[config.mk]
export PLATFORM = sky130hd
export DESIGN_NAME = data_ram
export DESIGN_NICKNAME = d
export VERILOG_FILES = /design/src/rtl/data_ram.sv
export SDC_FILE = /design/constraint.sdc
export NUM_CORES = 1
export LEC_CHECK = 0
export CORE_MARGIN = 1.5
export CORE_UTILIZATION = 60
export CTS_CLUSTER_DIAMETER = 50
export DETAILED_ROUTE_END_ITERATION = 8
export PLACE_DENSITY_LB_ADDON = 0.05
export SETUP_SLACK_MARGIN = 0.1
export SYNTH_ARGS = -nofsm -noshare
export SYNTH_HDL_FRONTEND = slang
export SYNTH_SLANG_ARGS = --single-unit
[constraint.sdc]
create_clock -name clk -period 2.4 [get_ports clk]
set_input_delay 0.6 -clock clk [delete_from_list [all_inputs] [get_ports clk]]
set_output_delay 0.6 -clock clk [all_outputs]
set_load 0.01 [all_outputs]
[src/rtl/data_ram.sv]
// Single-port synchronous data memory: byte-lane write strobes, valid/ready request,
// registered read with response strobe. Define DATA_RAM_CLEAR_EN for the post-reset zero-fill sweep.
module data_ram #(
  parameter int unsigned DATA_W = 32,
  parameter int unsigned ADDR_W = 5,
  parameter int unsigned STRB_W = DATA_W / 8
) (
  input  logic              clk,
  input  logic              rst,
  input  logic              req_valid,
  output logic              req_ready,
  input  logic              we,
  input  logic [ADDR_W-1:0] addr,
  input  logic [DATA_W-1:0] wdata,
  input  logic [STRB_W-1:0] wstrb,
  output logic              rsp_valid,
  output logic [DATA_W-1:0] rdata,
  output logic              init_busy
);

  localparam int unsigned DEPTH = 2 ** ADDR_W;

  logic              ready_q, ready_d;
  logic              rsp_valid_q, rsp_valid_d;
  logic [DATA_W-1:0] rdata_q, rdata_d;
  logic              accept;

  logic              mem_wen;
  logic [ADDR_W-1:0] mem_waddr;
  logic [DATA_W-1:0] mem_wdata;
  logic [STRB_W-1:0] mem_wstrb;
  logic [DATA_W-1:0] mem_q [DEPTH];

  assign accept = req_valid && ready_q;

`ifdef DATA_RAM_CLEAR_EN
  typedef enum logic {
    ST_INIT,
    ST_RUN
  } state_e;

  localparam logic [ADDR_W:0] CNT_ONE = {{ADDR_W{1'b0}}, 1'b1};

  state_e          state_q, state_d;
  logic [ADDR_W:0] sweep_cnt_q, sweep_cnt_d;
  logic            sweep_wen;

  // The extra counter bit flags completion once the last address has been written.
  always_comb begin
    state_d     = state_q;
    sweep_cnt_d = sweep_cnt_q;
    sweep_wen   = 1'b0;
    case (state_q)
      ST_INIT: begin
        sweep_wen   = 1'b1;
        sweep_cnt_d = sweep_cnt_q + CNT_ONE;
        if (sweep_cnt_d[ADDR_W]) begin
          state_d = ST_RUN;
        end
      end
      ST_RUN: begin
        state_d = ST_RUN;
      end
      default: begin
        state_d = ST_INIT;
      end
    endcase
    ready_d = (state_d == ST_RUN);
  end

  always_ff @(posedge clk or posedge rst) begin
    if (rst) begin
      state_q     <= ST_INIT;
      sweep_cnt_q <= '0;
    end else begin
      state_q     <= state_d;
      sweep_cnt_q <= sweep_cnt_d;
    end
  end

  assign init_busy = (state_q == ST_INIT);
`else
  always_comb begin
    ready_d = 1'b1;
  end

  assign init_busy = 1'b0;
`endif

  // Single write port shared between the request path and the clear sweep.
  always_comb begin
    mem_wen   = accept && we;
    mem_waddr = addr;
    mem_wdata = wdata;
    mem_wstrb = wstrb;
`ifdef DATA_RAM_CLEAR_EN
    if (sweep_wen) begin
      mem_wen   = 1'b1;
      mem_waddr = sweep_cnt_q[ADDR_W-1:0];
      mem_wdata = '0;
      mem_wstrb = '1;
    end
`endif
  end

  always_comb begin
    rsp_valid_d = accept && !we;
    rdata_d     = rdata_q;
    if (rsp_valid_d) begin
      rdata_d = mem_q[addr];
    end
  end

  always_ff @(posedge clk) begin
    if (mem_wen) begin
      for (int unsigned i = 0; i < STRB_W; i++) begin
        if (mem_wstrb[i]) begin
          mem_q[mem_waddr][8*i +: 8] <= mem_wdata[8*i +: 8];
        end
      end
    end
  end

  always_ff @(posedge clk or posedge rst) begin
    if (rst) begin
      ready_q     <= 1'b0;
      rsp_valid_q <= 1'b0;
      rdata_q     <= '0;
    end else begin
      ready_q     <= ready_d;
      rsp_valid_q <= rsp_valid_d;
      rdata_q     <= rdata_d;
    end
  end

  assign req_ready = ready_q;
  assign rsp_valid = rsp_valid_q;
  assign rdata     = rdata_q;

endmodule

### Word-level counts from Yosys, hierarchy flattened

Memories as Yosys holds them, arrays and structs flattened. A register that Yosys moved wholly into a read port is not among the register bits.
Index checks and enable logic that the tools add are counted.

| word-level totals | value |
|---|---|
| register bits after elaboration | 2 |
| RAM bits | 1024 |
| input port bits | 45 |
| output and inout port bits | 35 |
| word-level logic and storage cells | 19 |
| memories | 1 |

Memory list:

| name | words | bits a word | rd ports | clocked after memory_dff | write ports | RTL line | source |
|---|---|---|---|---|---|---|---|
| mem_q | 32 | 32 | 1 | 1 | 1 | 32 | `logic [DATA_W-1:0] mem_q [DEPTH];` |

| cells by class | value |
|---|---|
| multiplexer cells | 12 |
| reductions and logical operators | 4 |

Operators with widths:

| kind | number |
|---|---|
| 1-bit two-way mux | 12 |
| 1-bit logical AND | 3 |
| 1-bit logical NOT | 1 |

### Longest topological paths before layout

Gate-level depths: netlist of run 1.

| logic depth | value |
|---|---|
| depth after elaboration | 4 |
| gate-level depth with buffers | 9 |
| gate-level depth less buffers | 6 |

### Worst setup path before layout of run 1

Ideal clock, no wire load.

| path | value |
|---|---|
| kind | input port to flip-flop |
| start | input port addr[4] |
| end | memory mem_q[5][0] (enable) |
| library setup time | 0.370 ns |
| arrival | 2.151 ns |
| data required time | 2.030 ns |
| slack | -0.121 ns |
| stages on the path | 7 |
| path buffers | 4 |
| cell sequence | buf_4 -> buf_6 -> buf_2 -> nor2_1 -> buf_2 -> nand2_1 -> nor2_1 |

RTL lines:

| element | RTL line | source |
|---|---|---|
| from (decl) | 13 | `input logic [ADDR_W-1:0] addr,` |
| to (decl) | 32 |  |

Straight into the memory's write port.

==> run_results.csv, run 1 <==
group,metric,value,unit
global_routing,grt_max_degree,33,
floorplanning,start_util,60.6,%
yosys,syn_area_per_cell,20.0,um^2
sta,worst_slack,0.0780,ns
clock_tree,clkSinkCount,1058,
yosys,synth-seq-area-share,77.7,%
yosys,ys_seq_elements,1058,
sta,hold_viol,0,
clock_tree,cts-buffers-inserted,109,
yosys,synth_cells,2033,
sta,tns,0,ns
run,cap_violations,0,
drt,drc,0,
yosys,synth_nets,2078,
global_routing,antenna_found_initial,1,
final_layout,multi_input_area,8750,um^2
sta,slew_viol_final,0,
power,power.density,800,nW/um^2
floorplanning,rows,95,
setup_path,critical_path.top_delay_family,"buffers and inverters",
final_layout,finalNetCount,2532,
setup_path,worstReg2RegEnd,"rdata[29]",
drt,vias_per_cell,6.40,
setup_path,cp.arrival,2.86,ns
floorplanning,die_y,263,um
floorplanning,core_area,67200,um^2
floorplanning,dieWidth,263,um
clock_tree,path_clk_slew,0.06,ns
yosys,yosysUniqueCellTypes,53,
placed_design,dp_hpwl,70.2,mm
drt,wl,106,mm
clock_tree,clockBufferDepth,3,
drt,routedWlPerCell,30.6,um
setup_path,regToRegSetupSlack,0.37,ns
setup_path,critical_path_buf_inv_count,3,
setup_path,cpPeakStageDelay,0.53,ns
placed_design,post-place-ws,-0.535,ns
final_layout,fin_util,74.5,%
hold_path,holdCritPathClass,"input port to asynchronous set/reset pin",
final_layout,layout-drive-gt1-share,32.2,%
power,irDropWorstVdd,0.000683,V
sta,finalSetupViolCount,0,
sta,min_period,2.32,ns
setup_path,critPathLaunch,"addr[3]",
clock_tree,postCtsSetupBuffers,0,
sta,max_slew_margin,30.3,%
yosys,syn_area,40700,um^2
global_routing,grt_pass1_vias,22300,
setup_path,r2r_cells,7,
yosys,yosys_warnings,0,
final_layout,areaGrowthSynthToFinish,22.9,%
setup_path,critPathCaptureType,"flip-flop",
yosys,async_flop_share,3.21,%
global_routing,grt_overflow,0,
final_layout,fillers,3810,
final_layout,layout_commonest_cell,"edfxtp_1",
setup_path,crit_type,"input port to flip-flop",
yosys,synth_edf_count,1024,
setup_path,required,2.93,ns
sta,worstMarginPinSlew,1.04,ns
global_routing,grt_pass1_wl,154,mm
sta,fin_skew,0.0275,ns
final_layout,layout_common_cells,"1,024 x edfxtp_1, 288 x buf_4, 170 x mux4_2, 170 x mux2i_1, 115 x nor2_1",
power,power.total,40.0,mW
drt,antenna_left,0,
setup_path,r2r_start,"req_ready",
sta,grt_setup_unrepaired,"no",
setup_path,cp_slowest_cell,"clkdlybuf4s50_1",
power,leakagePower,16.7,nW
placed_design,gp_congestion,0.941,
yosys,synthFlopType,"edfxtp_1",
setup_path,cp_max_fo,23,
drt,drt-initial-drc-count,2851,
final_layout,seqCellArea,31600,um^2
clock_tree,clock_latency,0.68,ns
setup_path,crit_path_cell_trace,"clkdlybuf4s50_1 -> buf_4 -> or4bb_1 -> buf_4 -> o22ai_1 -> or4_1 -> a21oi_1 -> a31oi_1",
sta,max_freq,431,MHz
floorplanning,dieArea,69400,um^2
clock_tree,cts_max_level,3,
setup_path,startpoint_type,"input port",
global_routing,grt_use_total,31.1,%
sta,final.period_utilization,96.8,%
drt,vias,22100,
drt,dr.pass1.iters,5,
floorplanning,io_pins,80,
clock_tree,cts_tree,"built",
setup_path,critPathMostFrequentCell,"buf_4",
outcome,outcome,"finished, final reports clean",
placed_design,port_buffers,78,
clock_tree,clockRootBuffer,"clkbuf_16",
==> synth_stat cells, types with 7 or more instances <==
cell	n	area (um^2)
clkbuf_1	19	71.3
a31oi_1	26	163
buf_6	8	90.1
o21ai_0	24	120
a22o_1	13	114
edfxtp_1	1024	30700
nor2_1	187	702
buf_4	38	285
nand2_1	52	195
a22oi_1	43	323
a221oi_1	7	61.3
dfrtp_1	34	851
nor4_1	16	100
mux4_2	170	3830
buf_2	50	250
nor3_1	8	40.0
o22ai_1	56	350
a21oi_1	14	70.1
or4_1	11	82.6
mux2i_1	170	1700
==> stage by stage <==
step           area, um^2  instances  hold slack (ns)
6_report            50000       3453            0.313
5_1_grt             50000       3451            0.313
4_1_cts             50000       3451            0.286
3_5_place_dp        46300       3249            0.502
3_3_place_gp        46300       3249            0.486
2_1_floorplan       41000       2033            0.531
==> registers in the layout, indices dropped and copies added (netlist names) <==
signal,flops
rsp_valid,1
rdata,32
req_ready,1
mem_q,1024
==> worst max path at each step <==
| stage | end | slack, ns | depth (start not counted) |
|---|---|---|---|
| after global routing | rdata[2] | 0.10 | 1 |
| after global placement | rdata[20] | -0.53 | 8 |
| final | rdata[29] | 0.08 | 8 |
| after CTS | rdata[29] | 0.11 | 1 |
| after floorplan | mem_q[0][0] | -0.04 | 7 |
| after detailed placement | mem_q[0][3] | -0.53 | 8 |
==> cells by family after synthesis <==
kind of cell | Yosys count | synth area share [%]
AOI/OAI and AO/OA | 203 | 3.44
buffers and inverters | 121 | 1.77
DFF | 1058 | 77.7
muxes | 344 | 13.7
other | 2 | 0.0185
and+or+nand+nor | 305 | 3.42
==> routing by layer <==
metal | wire [um] | GRT usage (%) | up-vias | share of wire [%]
li1 | - | - | 9261 | -
met1 | 42500 | 45.3 | 11500 | 40
met2 | 50600 | 48.6 | 1202 | 48
met3 | 9490 | 5.86 | 188 | 9.0
met4 | 3110 | 9.78 | 0 | 2.9
met5 | 0 | 0 | - | 0
==> power by group <==
group          internal [mW]  switching (mW)  leakage (nW)  total [mW]
sequential              20.4           0.124          9.58        20.5
clock                   10.2            7.05          1.78        17.2
combinational          0.999            1.29          5.31        2.28
total                   31.5            8.46          16.7        40.0
==> timing repair <==
item,in CTS,in global routing
resized for setup,5,6
endpoints found under the setup margin,5,68
hold buffers,0,0
==> final cells by class <==
cell class,count,share of cell area (%)
Sequential cell,1058,63.2
Multi-Input combinational cell,854,17.5
Timing Repair Buffer,460,9.69
Clock buffer,138,5.90
Tap cell,873,2.18
Clock inverter,64,1.50
Inverter,4,0.0300
Antenna cell,2,0.0100
Power figures use the tool's default switching activity.
==> inputs of run 2 (changes only) <==
--- a/config.mk
+++ b/config.mk
@@ -5,11 +5,14 @@
 export SDC_FILE = /design/constraint.sdc
 export NUM_CORES = 1
 export LEC_CHECK = 0
+export ABC_CLOCK_PERIOD_IN_PS = 2400
 export CORE_MARGIN = 1.5
 export CORE_UTILIZATION = 60
 export CTS_CLUSTER_DIAMETER = 50
 export DETAILED_ROUTE_END_ITERATION = 8
+export GPL_TIMING_DRIVEN = 0
 export PLACE_DENSITY_LB_ADDON = 0.05
+export REMOVE_ABC_BUFFERS = 1
 export SETUP_SLACK_MARGIN = 0.1
 export SYNTH_ARGS = -nofsm -noshare
 export SYNTH_HDL_FRONTEND = slang
==> run_results.csv, run 2 (synthesis gave the netlist of run 1 again) <==
group,metric,value,unit
sta,max_freq,433,MHz
sta,worstMarginPinSlew,1.32,ns
setup_path,critPathLaunch,"addr[3]",
clock_tree,cts_max_level,3,
final_layout,final_cell_area,48100,um^2
drt,antenna_left,0,
global_routing,grt_overflow,0,
sta,worst_slack,0.0906,ns
drt,vias,21800,
clock_tree,cts_hold_buf,0,
sta,hold_viol,0,
final_layout,layout_common_cells,"1,024 x edfxtp_1, 187 x buf_4, 170 x mux4_2, 170 x mux2i_1, 141 x nor2_1",
setup_path,r2r_cells,8,
placed_design,port_buffers,78,
drt,routedWlPerCell,32.1,um
global_routing,grt_pass1_vias,21600,
global_routing,antenna_found_initial,1,
hold_path,holdCritPathClass,"input port to asynchronous set/reset pin",
sta,grt_setup_unrepaired,"yes",
outcome,outcome,"finished, final reports clean",
global_routing,grt_pass1_wl,151,mm
sta,max_slew_margin,11.6,%
floorplanning,io_pins,80,
drt,wl,105,mm
sta,slew_viol_final,0,
clock_tree,cts_tree,"built",
final_layout,regMostFlops,"mem_q",
clock_tree,clockRootBuffer,"clkbuf_16",
clock_tree,cts-buffers-inserted,109,
clock_tree,path_clk_slew,0.07,ns
setup_path,startpoint_type,"input port",
floorplanning,start_util,60.6,%
floorplanning,dieWidth,263,um
run,cap_violations,0,
placed_design,gp_congestion,0.811,
sta,whs,0.309,ns
drt,dr.pass1.iters,7,
placed_design,dp_hpwl,60.3,mm
global_routing,grt_use_total,30.7,%
drt,drc,0,
final_layout,areaGrowthSynthToFinish,18.1,%
sta,fin_skew,0.0192,ns
sta,tns,0,ns
final_layout,layout_commonest_cell,"edfxtp_1",
final_layout,fin_util,71.6,%
placed_design,post-place-ws,-3.20,ns
sta,finalSetupViolCount,0,
final_layout,largest_reg_flops,1024,
floorplanning,dieArea,69400,um^2
setup_path,cp.arrival,2.67,ns
clock_tree,clockBufferDepth,3,
setup_path,regToRegSetupSlack,0.17,ns
power,power.total,39.3,mW
power,leakagePower,15.8,nW
drt,vias_per_cell,6.64,
final_layout,layout-drive-gt1-share,27.8,%
drt,drt-initial-drc-count,2774,
clock_tree,clock_latency,0.66,ns
sta,min_period,2.31,ns
clock_tree,clkSinkCount,1058,
sta,final.period_utilization,96.2,%
floorplanning,die_y,263,um
setup_path,worstReg2RegEnd,"rdata[28]",
global_routing,grt_max_degree,47,
power,power.density,818,nW/um^2
setup_path,critPathCaptureType,"flip-flop",
setup_path,r2r_start,"req_ready",
floorplanning,core_area,67200,um^2
setup_path,crit_type,"input port to flip-flop",
setup_path,required,2.76,ns
final_layout,finalNetCount,2369,
power,irDropWorstVdd,0.000832,V
final_layout,stdcell_count,3287,
floorplanning,rows,95,
placed_design,place_area,42200,um^2
setup_path,cp_max_fo,30,
placed_design,post-place-cells,2882,
run 2: report_power, final:
part	internal (mW)	total (mW)	switching (mW)
registers	20.4	20.5	0.104
clock network	9.75	16.7	6.95
logic	0.876	2.13	1.25
total	31.0	39.3	8.31
run 2: critical path: stages:
cell and delay, ns:
clkbuf_4 0.34, nand2b_2 0.40, nor2_4 0.21, buf_16 0.19
nand2_1 0.42, nor2_2 0.24, buf_4 0.23
run 2: how the worst max path moves through the flow:
stage / to / depth (start not counted)
5_1_grt: rdata[28] / 7
3_3_place_gp: mem_q[17][8] / 4
4_1_cts: mem_q[18][19] / 5
2_1_floorplan: mem_q[27][24] / 4
6_report: mem_q[16][28] / 7
3_5_place_dp: mem_q[5][27] / 5
run 2: cell type report:
cell class / count / area [um^2]
sequential: 1058 / 31600
fill: 3997 / 19100
multi-input combinational: 855 / 8790
timing repair buffer: 296 / 2970
clock buffer: 140 / 2950
tap: 873 / 1090
clock inverter: 59 / 599
inverter: 4 / 48.8
antenna: 2 / 5.00
run 2: timing repair:
item | CTS | global route
endpoints found under the setup margin | 1059 | 383
buffers inserted | 188 | 8
resized for setup | 115 | 15
pin swaps | 135 | 1
cloned | 6 | 2
run 2: routing by layer:
metal,vias to the layer above,track usage (%),wire length [um]
met1,11500,43.4,41300
met3,229,6.80,10600
met5,-,1.39,126
met2,1202,47.6,49600
met4,4,11.0,3970
li1,8937,-,-
